**src/rtl/fifo_pkg.sv**
```systemverilog
// Shared definitions for the parametrised synchronous FIFO: width helpers
// for pointer/occupancy sizing and an encoding of the per-cycle access type.
package fifo_pkg;

    // Access kind seen in one cycle, encoded as {write accepted, read accepted}.
    typedef enum logic [1:0] {
        ACC_NONE = 2'b00,
        ACC_RD   = 2'b01,
        ACC_WR   = 2'b10,
        ACC_BOTH = 2'b11
    } fifo_acc_e;

    // Defaults matching the original fixed 8-bit / 64-entry buffer.
    localparam int unsigned FIFO_DEF_DATA_W     = 32'd8;
    localparam int unsigned FIFO_DEF_DEPTH      = 32'd64;
    localparam int unsigned FIFO_DEF_AFULL_LVL  = 32'd60;
    localparam int unsigned FIFO_DEF_AEMPTY_LVL = 32'd4;

    // Ceiling log2 that never returns 0, so a pointer is always at least one bit wide.
    function automatic int unsigned safe_clog2(input int unsigned n);
        int unsigned w;
        w = 32'd0;
        for (int i = 0; i < 32; i++) begin
            if ((64'd1 << i) < 64'(n)) begin
                w = 32'(i + 1);
            end
        end
        if (w == 32'd0) begin
            w = 32'd1;
        end
        return w;
    endfunction

    // Occupancy counter width: one extra bit so the value DEPTH is representable.
    function automatic int unsigned cnt_width(input int unsigned depth);
        return safe_clog2(depth) + 32'd1;
    endfunction

endpackage

```
**src/rtl/fifo_sdp_ram.sv**
```systemverilog
// Simple dual-port storage array for the FIFO: synchronous write port and a
// registered read port with read enable. The read register clears on reset;
// the array itself is never reset.
module fifo_sdp_ram
    import fifo_pkg::*;
#(
    parameter  int unsigned DATA_W = FIFO_DEF_DATA_W,
    parameter  int unsigned DEPTH  = FIFO_DEF_DEPTH,
    localparam int unsigned AW     = safe_clog2(DEPTH)
) (
    input  logic              clk,
    input  logic              rst,
    input  logic              wr_en,
    input  logic [AW-1:0]     wr_addr,
    input  logic [DATA_W-1:0] wr_data,
    input  logic              rd_en,
    input  logic [AW-1:0]     rd_addr,
    output logic [DATA_W-1:0] rd_data
);

    logic [DATA_W-1:0] r_mem [DEPTH];
    logic [DATA_W-1:0] r_rd_data;

    // Store incoming data at the write address.
    always_ff @(posedge clk) begin
        if (wr_en) begin
            r_mem[wr_addr] <= wr_data;
        end
    end

    // Capture the addressed word on a read; a same-address write returns the old word.
    always_ff @(posedge clk) begin
        if (rst) begin
            r_rd_data <= '0;
        end else if (rd_en) begin
            r_rd_data <= r_mem[rd_addr];
        end
    end

    assign rd_data = r_rd_data;

endmodule

```
**src/rtl/fifo_sync_param.sv**
```systemverilog
// Parametrised single-clock FIFO with programmable almost-full/almost-empty
// levels, a read-data valid strobe and defined simultaneous read/write at the
// full and empty boundaries.
// Optional feature: define FIFO_ERR_FLAGS_EN to enable the sticky
// overflow/underflow flags (cleared by err_clr); otherwise they read 0.
module fifo_sync_param
    import fifo_pkg::*;
#(
    parameter  int unsigned DATA_W     = FIFO_DEF_DATA_W,
    parameter  int unsigned DEPTH      = FIFO_DEF_DEPTH,
    parameter  int unsigned AFULL_LVL  = FIFO_DEF_AFULL_LVL,
    parameter  int unsigned AEMPTY_LVL = FIFO_DEF_AEMPTY_LVL,
    localparam int unsigned CNT_W      = cnt_width(DEPTH)
) (
    input  logic              clk,
    input  logic              rst,
    input  logic              wr_en,
    input  logic [DATA_W-1:0] buf_in,
    input  logic              rd_en,
    output logic [DATA_W-1:0] buf_out,
    output logic              rd_valid,
    output logic              buf_empty,
    output logic              buf_full,
    output logic              almost_empty,
    output logic              almost_full,
    output logic [CNT_W-1:0]  fifo_counter,
    input  logic              err_clr,
    output logic              overflow,
    output logic              underflow
);

    localparam int unsigned PTR_W = safe_clog2(DEPTH);

    logic [PTR_W-1:0] r_wr_ptr;
    logic [PTR_W-1:0] r_rd_ptr;
    logic [CNT_W-1:0] r_count;
    logic [CNT_W-1:0] w_count_nxt;
    logic             r_rd_valid;
    logic             w_empty;
    logic             w_full;
    logic             w_wr_acc;
    logic             w_rd_acc;
    fifo_acc_e        w_acc;

    // Status decodes from the registered occupancy.
    assign w_empty = (r_count == '0);
    assign w_full  = (r_count == CNT_W'(DEPTH));

    // A read needs data; a write needs room, or a same-cycle read freeing a slot.
    assign w_rd_acc = rd_en & ~w_empty;
    assign w_wr_acc = wr_en & (~w_full | w_rd_acc);
    assign w_acc    = fifo_acc_e'({w_wr_acc, w_rd_acc});

    fifo_sdp_ram #(
        .DATA_W (DATA_W),
        .DEPTH  (DEPTH)
    ) u_ram (
        .clk     (clk),
        .rst     (rst),
        .wr_en   (w_wr_acc),
        .wr_addr (r_wr_ptr),
        .wr_data (buf_in),
        .rd_en   (w_rd_acc),
        .rd_addr (r_rd_ptr),
        .rd_data (buf_out)
    );

    // Advance read/write pointers on accepted accesses; power-of-two depth wraps naturally.
    always_ff @(posedge clk) begin
        if (rst) begin
            r_wr_ptr <= '0;
            r_rd_ptr <= '0;
        end else begin
            if (w_wr_acc) begin
                r_wr_ptr <= r_wr_ptr + PTR_W'(1);
            end
            if (w_rd_acc) begin
                r_rd_ptr <= r_rd_ptr + PTR_W'(1);
            end
        end
    end

    // Next occupancy: up on write only, down on read only, hold otherwise.
    always_comb begin
        w_count_nxt = r_count;
        case (w_acc)
            ACC_WR:   w_count_nxt = r_count + CNT_W'(1);
            ACC_RD:   w_count_nxt = r_count - CNT_W'(1);
            ACC_BOTH: w_count_nxt = r_count;
            ACC_NONE: w_count_nxt = r_count;
            default:  w_count_nxt = r_count;
        endcase
    end

    // Occupancy register and read-valid strobe (one cycle after an accepted read).
    always_ff @(posedge clk) begin
        if (rst) begin
            r_count    <= '0;
            r_rd_valid <= 1'b0;
        end else begin
            r_count    <= w_count_nxt;
            r_rd_valid <= w_rd_acc;
        end
    end

    assign fifo_counter = r_count;
    assign rd_valid     = r_rd_valid;
    assign buf_empty    = w_empty;
    assign buf_full     = w_full;
    assign almost_empty = (r_count <= CNT_W'(AEMPTY_LVL));
    assign almost_full  = (r_count >= CNT_W'(AFULL_LVL));

`ifdef FIFO_ERR_FLAGS_EN
    logic r_overflow;
    logic r_underflow;

    // Sticky rejection flags; a clear wins over a same-cycle set.
    always_ff @(posedge clk) begin
        if (rst) begin
            r_overflow  <= 1'b0;
            r_underflow <= 1'b0;
        end else if (err_clr) begin
            r_overflow  <= 1'b0;
            r_underflow <= 1'b0;
        end else begin
            if (wr_en & ~w_wr_acc) begin
                r_overflow <= 1'b1;
            end
            if (rd_en & ~w_rd_acc) begin
                r_underflow <= 1'b1;
            end
        end
    end

    assign overflow  = r_overflow;
    assign underflow = r_underflow;
`else
    logic w_err_clr_unused;

    // Error reporting compiled out: flags constant, clear input has no effect.
    assign w_err_clr_unused = err_clr;
    assign overflow         = 1'b0;
    assign underflow        = 1'b0;
`endif

endmodule

```
**config.mk**
```make
export PLATFORM = sky130hd
export DESIGN_NAME = fifo_sync_param
export DESIGN_NICKNAME = d
export VERILOG_FILES = /design/src/rtl/fifo_pkg.sv /design/src/rtl/fifo_sdp_ram.sv /design/src/rtl/fifo_sync_param.sv
export SDC_FILE = /design/constraint.sdc
export NUM_CORES = 1
export LEC_CHECK = 0
export CAP_MARGIN = 40
export CELL_PAD_IN_SITES_DETAIL_PLACEMENT = 1
export CELL_PAD_IN_SITES_GLOBAL_PLACEMENT = 1
export CORE_ASPECT_RATIO = 0.7
export CORE_MARGIN = 10
export CORE_UTILIZATION = 49
export DETAILED_ROUTE_END_ITERATION = 7
export PLACE_DENSITY_LB_ADDON = 0.1
export SLEW_MARGIN = 20
export SYNTH_ARGS = -nofsm -noshare
export SYNTH_HDL_FRONTEND = slang
export SYNTH_SLANG_ARGS = --single-unit
```
**constraint.sdc**
```tcl
create_clock -name clk -period 3.4 [get_ports clk]
set_input_delay 0.68 -clock clk [delete_from_list [all_inputs] [get_ports clk]]
set_output_delay 0.68 -clock clk [all_outputs]
set_load 0.05 [all_outputs]
```
### Word level (Yosys, flattened, before mapping)

Memory sizes are Yosys's and may differ from the RTL's. A register that Yosys moved wholly into a read port is not among the register bits.
Index checks and enable logic that the tools add are counted.

| storage, ports and cells | value |
|---|---|
| register bits | 20 |
| RAM bits | 512 |
| input port bits | 13 |
| output and inout port bits | 22 |
| logic and storage cells | 26 |
| memories | 1 |

| cells by class | value |
|---|---|
| add/sub/neg operators | 4 |
| magnitude comparators | 2 |
| equality and inequality tests | 4 |
| multiplexer cells | 3 |
| bitwise operators | 5 |
| reduce and logical (&&, ||, !) cells | 3 |

Memory list:

| name | words | width | rd ports | clocked after memory_dff | wr ports | RTL line | RTL |
|---|---|---|---|---|---|---|---|
| u_ram.r_mem | 64 | 8 | 1 | 1 | 1 | fifo_sdp_ram.sv:21 | `logic [DATA_W-1:0] r_mem [DEPTH];` |

Operators with widths:

| cell | count |
|---|---|
| $pmux W7 S2 | 1 |
| $add A6 B1 Y6 const B | 2 |
| $add A7 B1 Y7 const B | 1 |
| $eq A7 B7 Y1 const B | 1 |
| $ge A7 B6 Y1 const B | 1 |
| $le A7 B3 Y1 const B | 1 |
| $logic_not A7 Y1 | 1 |
| $sub A7 B1 Y7 const B | 1 |
| $eq A2 B2 Y1 const B | 2 |
| $and A1 B1 Y1 | 2 |
| $eq A2 B1 Y1 const B | 1 |
| $logic_not A2 Y1 | 1 |
| $mux W1 | 2 |
| $not A1 Y1 | 2 |
| $reduce_or A2 Y1 | 1 |
| $or A1 B1 Y1 | 1 |

### Longest topological paths before layout

Gate-level depths: netlist of run 1.

| depth | value |
|---|---|
| depth in word-level cells | 7 |
| gate-level depth with buffers | 15 |
| gate-level depth less buffers | 11 |

### By module

From an unflattened synthesis of run 1, not the netlist that was laid out.

| unflattened totals | value |
|---|---|
| cell total of the unflattened synthesis | 1174 |
| area total of the unflattened synthesis | 21400.5 um^2 |

Modules (own cells, without submodules):

| module | times used | cells an instance | area each (um^2) | seq. area each (um^2) |
|---|---|---|---|---|
| fifo_sdp_ram | 1 | 1039 | 20188.1 | 15534.9 |
| fifo_sync_param | 1 | 135 | 1212.4 | 400.4 |

### Worst setup path before layout of run 1

OpenSTA, ideal clock, no wires.

| timing path | value |
|---|---|
| path type | reg-to-reg |
| start | register r_count[1], in the netlist fifo_counter[1] |
| end | register r_count[5], in the netlist fifo_counter[5] |
| library setup time | 121 ps |
| arrival time | 3346 ps |
| data required time | 3279 ps |
| path slack | -67 ps |
| stages on the path, launching flop included | 13 |
| path buffers | 3 |
| period minus slack after synthesis | 3467 ps |
| cells stage by stage | dfxtp_1 buf_6 or4_4 o41a_1 buf_2 inv_2 ha_1 clkbuf_1 nor3b_1 o21ai_1 a211o_1 a31oi_1 mux2_2 |

| on the way | value |
|---|---|
| longest elaborated chain between the ends | 7 |
| elaborated cells on any way between the ends | 15 |
| classes of those cells | 2 x add/sub; 4 x eq/ne; 1 x mux; 5 x bitwise; 3 x reduce/logical |

Ends and longest elaborated chain:

| element | RTL line | RTL |
|---|---|---|
| start, declared | fifo_sync_param.sv:36 | `logic [CNT_W-1:0] r_count;` |
| start signal, assigned | fifo_sync_param.sv:101 | `r_count <= w_count_nxt;` |
| $logic_not A7 Y1 | fifo_sync_param.sv:46 | `assign w_empty = (r_count == '0);` |
| $not A1 Y1 | fifo_sync_param.sv:50 | `assign w_rd_acc = rd_en & ~w_empty;` |
| $and A1 B1 Y1 | fifo_sync_param.sv:50 |  |
| $or A1 B1 Y1 | fifo_sync_param.sv:51 | `assign w_wr_acc = wr_en & (~w_full \| w_rd_acc);` |
| $and A1 B1 Y1 | fifo_sync_param.sv:51 |  |
| $eq A2 B1 Y1 (tied with other cells) | fifo_sync_param.sv:86 | `case (w_acc)` |
| $pmux W7 S2 / $reduce_or A2 Y1 (equally long branches) | n/a |  |

Several ways; a longest one is shown, not always the timed one.
A chain may end at the register's enable or synchronous reset.

### Worst setup path in the final report of run 1

| timing path | value |
|---|---|
| start | register r_count[0], in the netlist fifo_counter[0] |
| end | output buf_full |

| on the way | value |
|---|---|
| longest elaborated chain between the ends | 1 |

Ends and longest elaborated chain:

| element | RTL line | RTL |
|---|---|---|
| $eq A7 B7 Y1 | fifo_sync_param.sv:47 | `assign w_full = (r_count == CNT_W'(DEPTH));` |
| end, declared | fifo_sync_param.sv:23 | `output logic buf_full,` |

Every way passes these cells.

==> results of run 1 <==
[worst max-delay path by stage]
stage               startpoint  cells after the start               to  slack (ns)
6_report       fifo_counter[0]                      3         buf_full        0.18
5_1_grt        fifo_counter[0]                     11  fifo_counter[4]        0.04
4_1_cts        fifo_counter[0]                      3         buf_full        0.13
3_5_place_dp             rd_en                     11  fifo_counter[6]         0.1
3_3_place_gp             rd_en                     11  fifo_counter[6]        0.12
2_1_floorplan  fifo_counter[1]                     12  fifo_counter[5]        0.05
[layer usage]
| metal | routed length (microns) | GRT usage |
|---|---|---|
| met3 | 2990 | 0.0294 |
| met4 | 735 | 0.0387 |
| met2 | 23600 | 0.291 |
| met5 | 0 | 0 |
| met1 | 24200 | 0.300 |
[cell type report]
class | instances | area share
clock inverter | 24 | 0.0103
antenna | 1 | 0.000102
multi-input combinational | 490 | 0.203
sequential | 540 | 0.649
inverter | 10 | 0.00163
timing repair buffer | 149 | 0.0506
clock buffer | 69 | 0.0555
tap | 585 | 0.0298
[stage by stage]
step	total power [mW]	cell area [sq um]	hold WS (ns)
2_1_floorplan	10.4	21300	0.509
3_3_place_gp	11.5	22800	0.538
3_5_place_dp	11.6	22900	0.564
4_1_cts	17.1	24500	0.411
5_1_grt	17.6	24600	0.425
6_report	17.0	24600	0.421
[sequential cells by signal, indices dropped and copies added, names as in the netlist]
name           count
r_wr_ptr           6
r_rd_ptr           6
u_ram.rd_data      8
u_ram.r_mem      512
fifo_counter       7
rd_valid           1
[cells in the mapped netlist (7+ instances only)]
cell type / number
a22oi_1: 13
edfxtp_1: 512
dfxtp_1: 28
nor2_1: 88
xor2_1: 8
nand2_1: 20
buf_2: 22
a31o_1: 7
o221ai_1: 29
o21ai_0: 14
buf_4: 7
mux2i_1: 79
mux4_2: 94
mux2_2: 8
a21oi_1: 24
clkbuf_1: 26
nand3_1: 10
[cell families after synthesis]
logic type	count (synthesis)	synth area share
other	1	0.000176
flip-flops	540	0.747
AND/OR/NAND/NOR	158	0.0344
multiplexers	185	0.146
XOR/XNOR	13	0.00534
AO/OA/AOI/OAI	127	0.0457
adder cells (fa/ha/maj)	5	0.00293
buffers and inverters	77	0.0185
[where the power goes]
part           leakage [nW]  internal, mW  switching, mW  total (mW)
Clock                 0.780          3.19           2.40        5.59
Sequential             4.84          7.41          0.165        7.57
Combinational          2.10          1.65           2.14        3.79
Total                  7.72          12.2           4.70        17.0
==> flow_metrics.tcl, run 1 <==
set metrics [dict create \
    hold_end "u_ram.r_mem[14][5]" \
    ant_nets 0 \
    critPathTopFamily "buffers and inverters" \
    grt.total_usage 0.195 \
    reg2reg_to "fifo_counter[6]" \
    yosysSeqAreaShare 0.747 \
    root_buffer "clkbuf_16" \
    cts_tree "done" \
    grt_pass1_vias 11500 \
    htree_levels 2 \
    hold_viol_final 0 \
    setup_violations 0 \
    drc 0 \
    relSlewSlack 0.440 \
    fillers 3730 \
    cp_num_buf_inv 1 \
    power_density_nw_per_um2 690 \
    dieArea_sq_um 52400 \
    io_buffers 31 \
    ioPinCount 35 \
    antenna_found_initial 2 \
    synthArstFlopShare 0 \
    final_common_cell "edfxtp_1" \
    slew_viol_final 0 \
    dp_hpwl_microns 33700 \
    crit_type "reg2out" \
    row_count 63 \
    initial_core_util 0.500 \
    num-nets-final 1260 \
    p_leak_nw 7.72 \
    status "finished clean" \
    layoutNonFillerInstCount 1868 \
    end_kind "output pin" \
    finalClockSkew_ns 0.0352 \
    drt_iter0_drc 1205 \
    tns_ns 0 \
    grt_max_degree 65 \
    viasPerCell 5.86 \
    timing.final.ws_setup_ns 0.181 \
    multi_input_area_sq_um 5000 \
    crit_fanout 6 \
    gp_congestion 0.785 \
    cts.sinks 540 \
    clk_latency_ns 0.59 \
    cts_made_buffers 51 \
    rsz0062_at_grt "no" \
    grt_overflow_total 0 \
    arrival_ns 2.54 \
    layout-drive-gt1-share 0.240 \
    ctsResizeCount 0 \
    die_w_microns 269 \
    most-common-layout-cells "512 x edfxtp_1, 111 x buf_4, 94 x mux4_2, 88 x nor2_1, 79 x mux2i_1" \
    cp.required_ns 2.72 \
    worst_pin_slew_ns 0.838 \
    core_sq_um 42600 \
    syn_to_final_growth_pct 15.3 \
    syn_inst 1106 \
    maxCapViolCount 0 \
    syn_area_per_cell_sq_um 19.3 \
    final_util 0.576 \
    post-route-period-util 0.947 \
    synth_area_leaders "edfxtp_1 72%, mux4_2 9.9%, mux2i_1 3.7%, dfxtp_1 2.6%, nor2_1 1.5%" \
    min_period_ns 3.22 \
    max_freq_mhz 311 \
    yosysWarnings 0 \
    clock_path_buffers 3 \
    grt_pass1_wl_microns 77300 \
    path_cells "or4_4, nor3_1, clkdlybuf4s50_1" \
    r2r_cells 11 \
    synth_cell_types 65 \
    post_cts_buffers 0 \
    dp_cells 1762 \
    regArea_sq_um 15900 \
    min_delay_path_depth 1 \
    reg2reg_from "fifo_counter[0]" \
    crit_slowest_cell "clkdlybuf4s50_1" \
    synth.cell_area_sq_um 21300 \
    cts.clk_slew.worst_paths_ns 0.06 \
    synth-seq-cells 540 \
    r2r_setup_slack_ns 0.33 \
    synth_top_area_share 0.721 \
    cp-start-kind "flop" \
    synth_top_area_cell "edfxtp_1" \
    crit_path_max_incr_delay_ns 0.84 \
    hold_path_startpoint "buf_in[5]" \
    ys.flop_type "edfxtp_1" \
    peakVddDrop_mv 0.594 \
    dpl_worst_slack_ns 0.0965 \
    synth_edf_count 512 \
    wl_microns 51500 \
    postCtsHoldBufs 0 \
    die_h_microns 195 \
    holdCritPathClass "in2reg" \
    vias 11000 \
    routedWlPerCell_microns 27.6 \
    first_pass_iters 7 \
]
Power figures use the tool's default switching activity.
==> inputs of run 2 (changes only) <==
--- a/config.mk
+++ b/config.mk
@@ -5,12 +5,13 @@
 export SDC_FILE = /design/constraint.sdc
 export NUM_CORES = 1
 export LEC_CHECK = 0
+export ABC_AREA = 1
 export CAP_MARGIN = 40
 export CELL_PAD_IN_SITES_DETAIL_PLACEMENT = 1
 export CELL_PAD_IN_SITES_GLOBAL_PLACEMENT = 1
 export CORE_ASPECT_RATIO = 0.7
 export CORE_MARGIN = 10
-export CORE_UTILIZATION = 49
+export CORE_UTILIZATION = 45
 export DETAILED_ROUTE_END_ITERATION = 7
 export PLACE_DENSITY_LB_ADDON = 0.1
 export SLEW_MARGIN = 20
==> flow_metrics.tcl, run 2 <==
set metrics [dict create \
    viasPerCell 5.37 \
    synth_top_area_cell "edfxtp_1" \
    rsz0062_at_grt "no" \
    met3WireLength_microns 3890 \
    p_switching_mw 5.94 \
    clk_latency_ns 0.61 \
    ys.flop_type "edfxtp_1" \
    htree_levels 2 \
    ctsResizeCount 0 \
    hold_viol_final 0 \
    tns_ns 0 \
    synth_cell_types 27 \
    routed.top_layer "met4" \
    swShare 0.335 \
    num-nets-final 2330 \
    p_seq_frac 0.425 \
    cp-start-kind "flop" \
    io_buffers 31 \
    ioPinCount 35 \
    die_w_microns 290 \
    crit_type "reg2out" \
    gp_congestion 0.854 \
    drc 0 \
    synthTopCellsByCount "680 x nand2_1, 512 x edfxtp_1, 299 x nand3_1" \
    wl_microns 67400 \
    status "finished clean" \
    maxCapViolCount 0 \
    syn_inst 2211 \
    dp_hpwl_microns 41800 \
    grt_max_degree 154 \
    post-route-period-util 0.927 \
    postCtsHoldBufs 0 \
    initial_core_util 0.454 \
    synth-seq-cells 540 \
    row_count 69 \
    power_density_nw_per_um2 673 \
    largest_reg_flops 512 \
    final_common_cell "nand2_1" \
    holdCritPathClass "reg2reg" \
    p_leak_nw 10.4 \
    max_freq_mhz 317 \
    antenna_cells 0 \
    first_pass_iters 5 \
    peakVddDrop_mv 0.478 \
    drt-met1-wl_microns 32400 \
    syn_area_per_cell_sq_um 10.4 \
    fillers 5520 \
    antenna_found_initial 0 \
    post_cts_buffers 0 \
    cp.required_ns 2.72 \
    drt_iter0_drc 1420 \
    cts_made_buffers 54 \
    cellInternalPower_mw 11.8 \
    yosysSeqAreaShare 0.693 \
    layout-drive-gt1-share 0.0900 \
    yosysWarnings 0 \
    slew_viol_final 0 \
    synth.most_common_cell "nand2_1" \
    top_register "u_ram.r_mem" \
    synth.cell_area_sq_um 23000 \
    p_comb_frac 0.256 \
    relSlewSlack 0.405 \
    cts.clk_slew.worst_paths_ns 0.06 \
    grt.total_usage 0.219 \
    cts_tree "done" \
    arrival_ns 2.47 \
    ant_nets 0 \
    routedWlPerCell_microns 22.3 \
    most-common-layout-cells "680 x nand2_1, 512 x edfxtp_1, 299 x nand3_1, 241 x nor2_1, 195 x inv_1" \
    crit_fanout 5 \
    grt_pass1_vias 16600 \
    end_kind "output pin" \
    grt_overflow_total 0 \
    pwr-share-clk 0.318 \
    finalClockSkew_ns 0.0240 \
    met2_length_microns 29800 \
    core_sq_um 50600 \
    synth_edf_count 512 \
    crit_slowest_cell "clkdlybuf4s50_1" \
    setup_violations 0 \
    crit_path_max_incr_delay_ns 0.88 \
    hold_slack_ns 0.567 \
    die_h_microns 209 \
    clock_path_buffers 3 \
    synth_area_leaders "edfxtp_1 67%, nand2_1 11%, nand3_1 6.5%, nor2_1 3.9%, inv_1 3.2%" \
    grt_pass1_wl_microns 102000 \
    root_buffer "clkbuf_16" \
    cts.sinks 540 \
    synth_top_area_share 0.669 \
    min_period_ns 3.15 \
    synthArstFlopShare 0 \
    syn_to_final_growth_pct 14.6 \
    dieArea_sq_um 60700 \
    vias 16300 \
    worst_pin_slew_ns 0.893 \
    path_cells "inv_1, o41ai_1, clkdlybuf4s50_1" \
]
## run 2: cell families after synthesis
kind of cell / after synthesis / synth area share
fa+ha+maj: 5 / 0.00272
buf+inv: 316 / 0.0563
simple gates: 1240 / 0.222
other cells: 1 / 0.000163
flops: 540 / 0.693
xor+xnor: 9 / 0.00343
compound gates: 100 / 0.0222
## run 2: layout make-up
cell class                      count  area [sq um]  share of cell area
Sequential cell                   540         15900               0.605
Multi-Input combinational cell   1356          5760               0.219
Clock inverter                     24           135             0.00513
Tap cell                          674           843              0.0320
Inverter                          204           773              0.0294
Timing Repair Buffer              156          1390              0.0529
Clock buffer                       76          1500              0.0569
## run 2: stage by stage
stage               cell area (sq um)  worst slack (ns)  utilization  std cells  total power, mW
floorplan                       23000             0.167            -       2212             10.5
global placement                24600             0.425        0.486       2926             12.1
detailed placement              24600             0.361        0.487       2927             12.2
CTS                             26300             0.220        0.519       3027             17.9
global route                    26300             0.187        0.521       3030             18.6
finish                          26300             0.250        0.521       3030             17.7
## run 2: final timing paths
path | from | end | slack (ns) | cells past startpoint
setup / recovery | fifo_counter[3] | almost_full | 0.25 | 3
hold / removal | fifo_counter[6] | fifo_counter[6] | 0.57 | 2
setup reg to reg | r_rd_ptr[2] | u_ram.rd_data[5] | 0.70 | 12
hold reg to reg | fifo_counter[6] | fifo_counter[6] | 0.57 | 2
## run 2: power groups by stage
stage          Combinational (mW)  Sequential (mW)  Clock, mW
6_report                     4.55             7.54       5.65
4_1_cts                      4.56             7.54       5.77
5_1_grt                      5.02             7.55       6.05
3_5_place_dp                 4.52             7.68          0
3_3_place_gp                 4.38             7.67          0
2_1_floorplan                2.65             7.87          0
## run 2: metal layers
layer,up-vias,track usage
met5,-,0
met1,8187,0.324
li1,7545,-
met4,0,0.0507
met3,102,0.0294
met2,447,0.337
## run 2: critical path, delay by kind of cell, from the launching register on
family,cells,cell delay (ns)
compound gates,1,0.41
buf+inv,2,1.00
flops,1,0.47
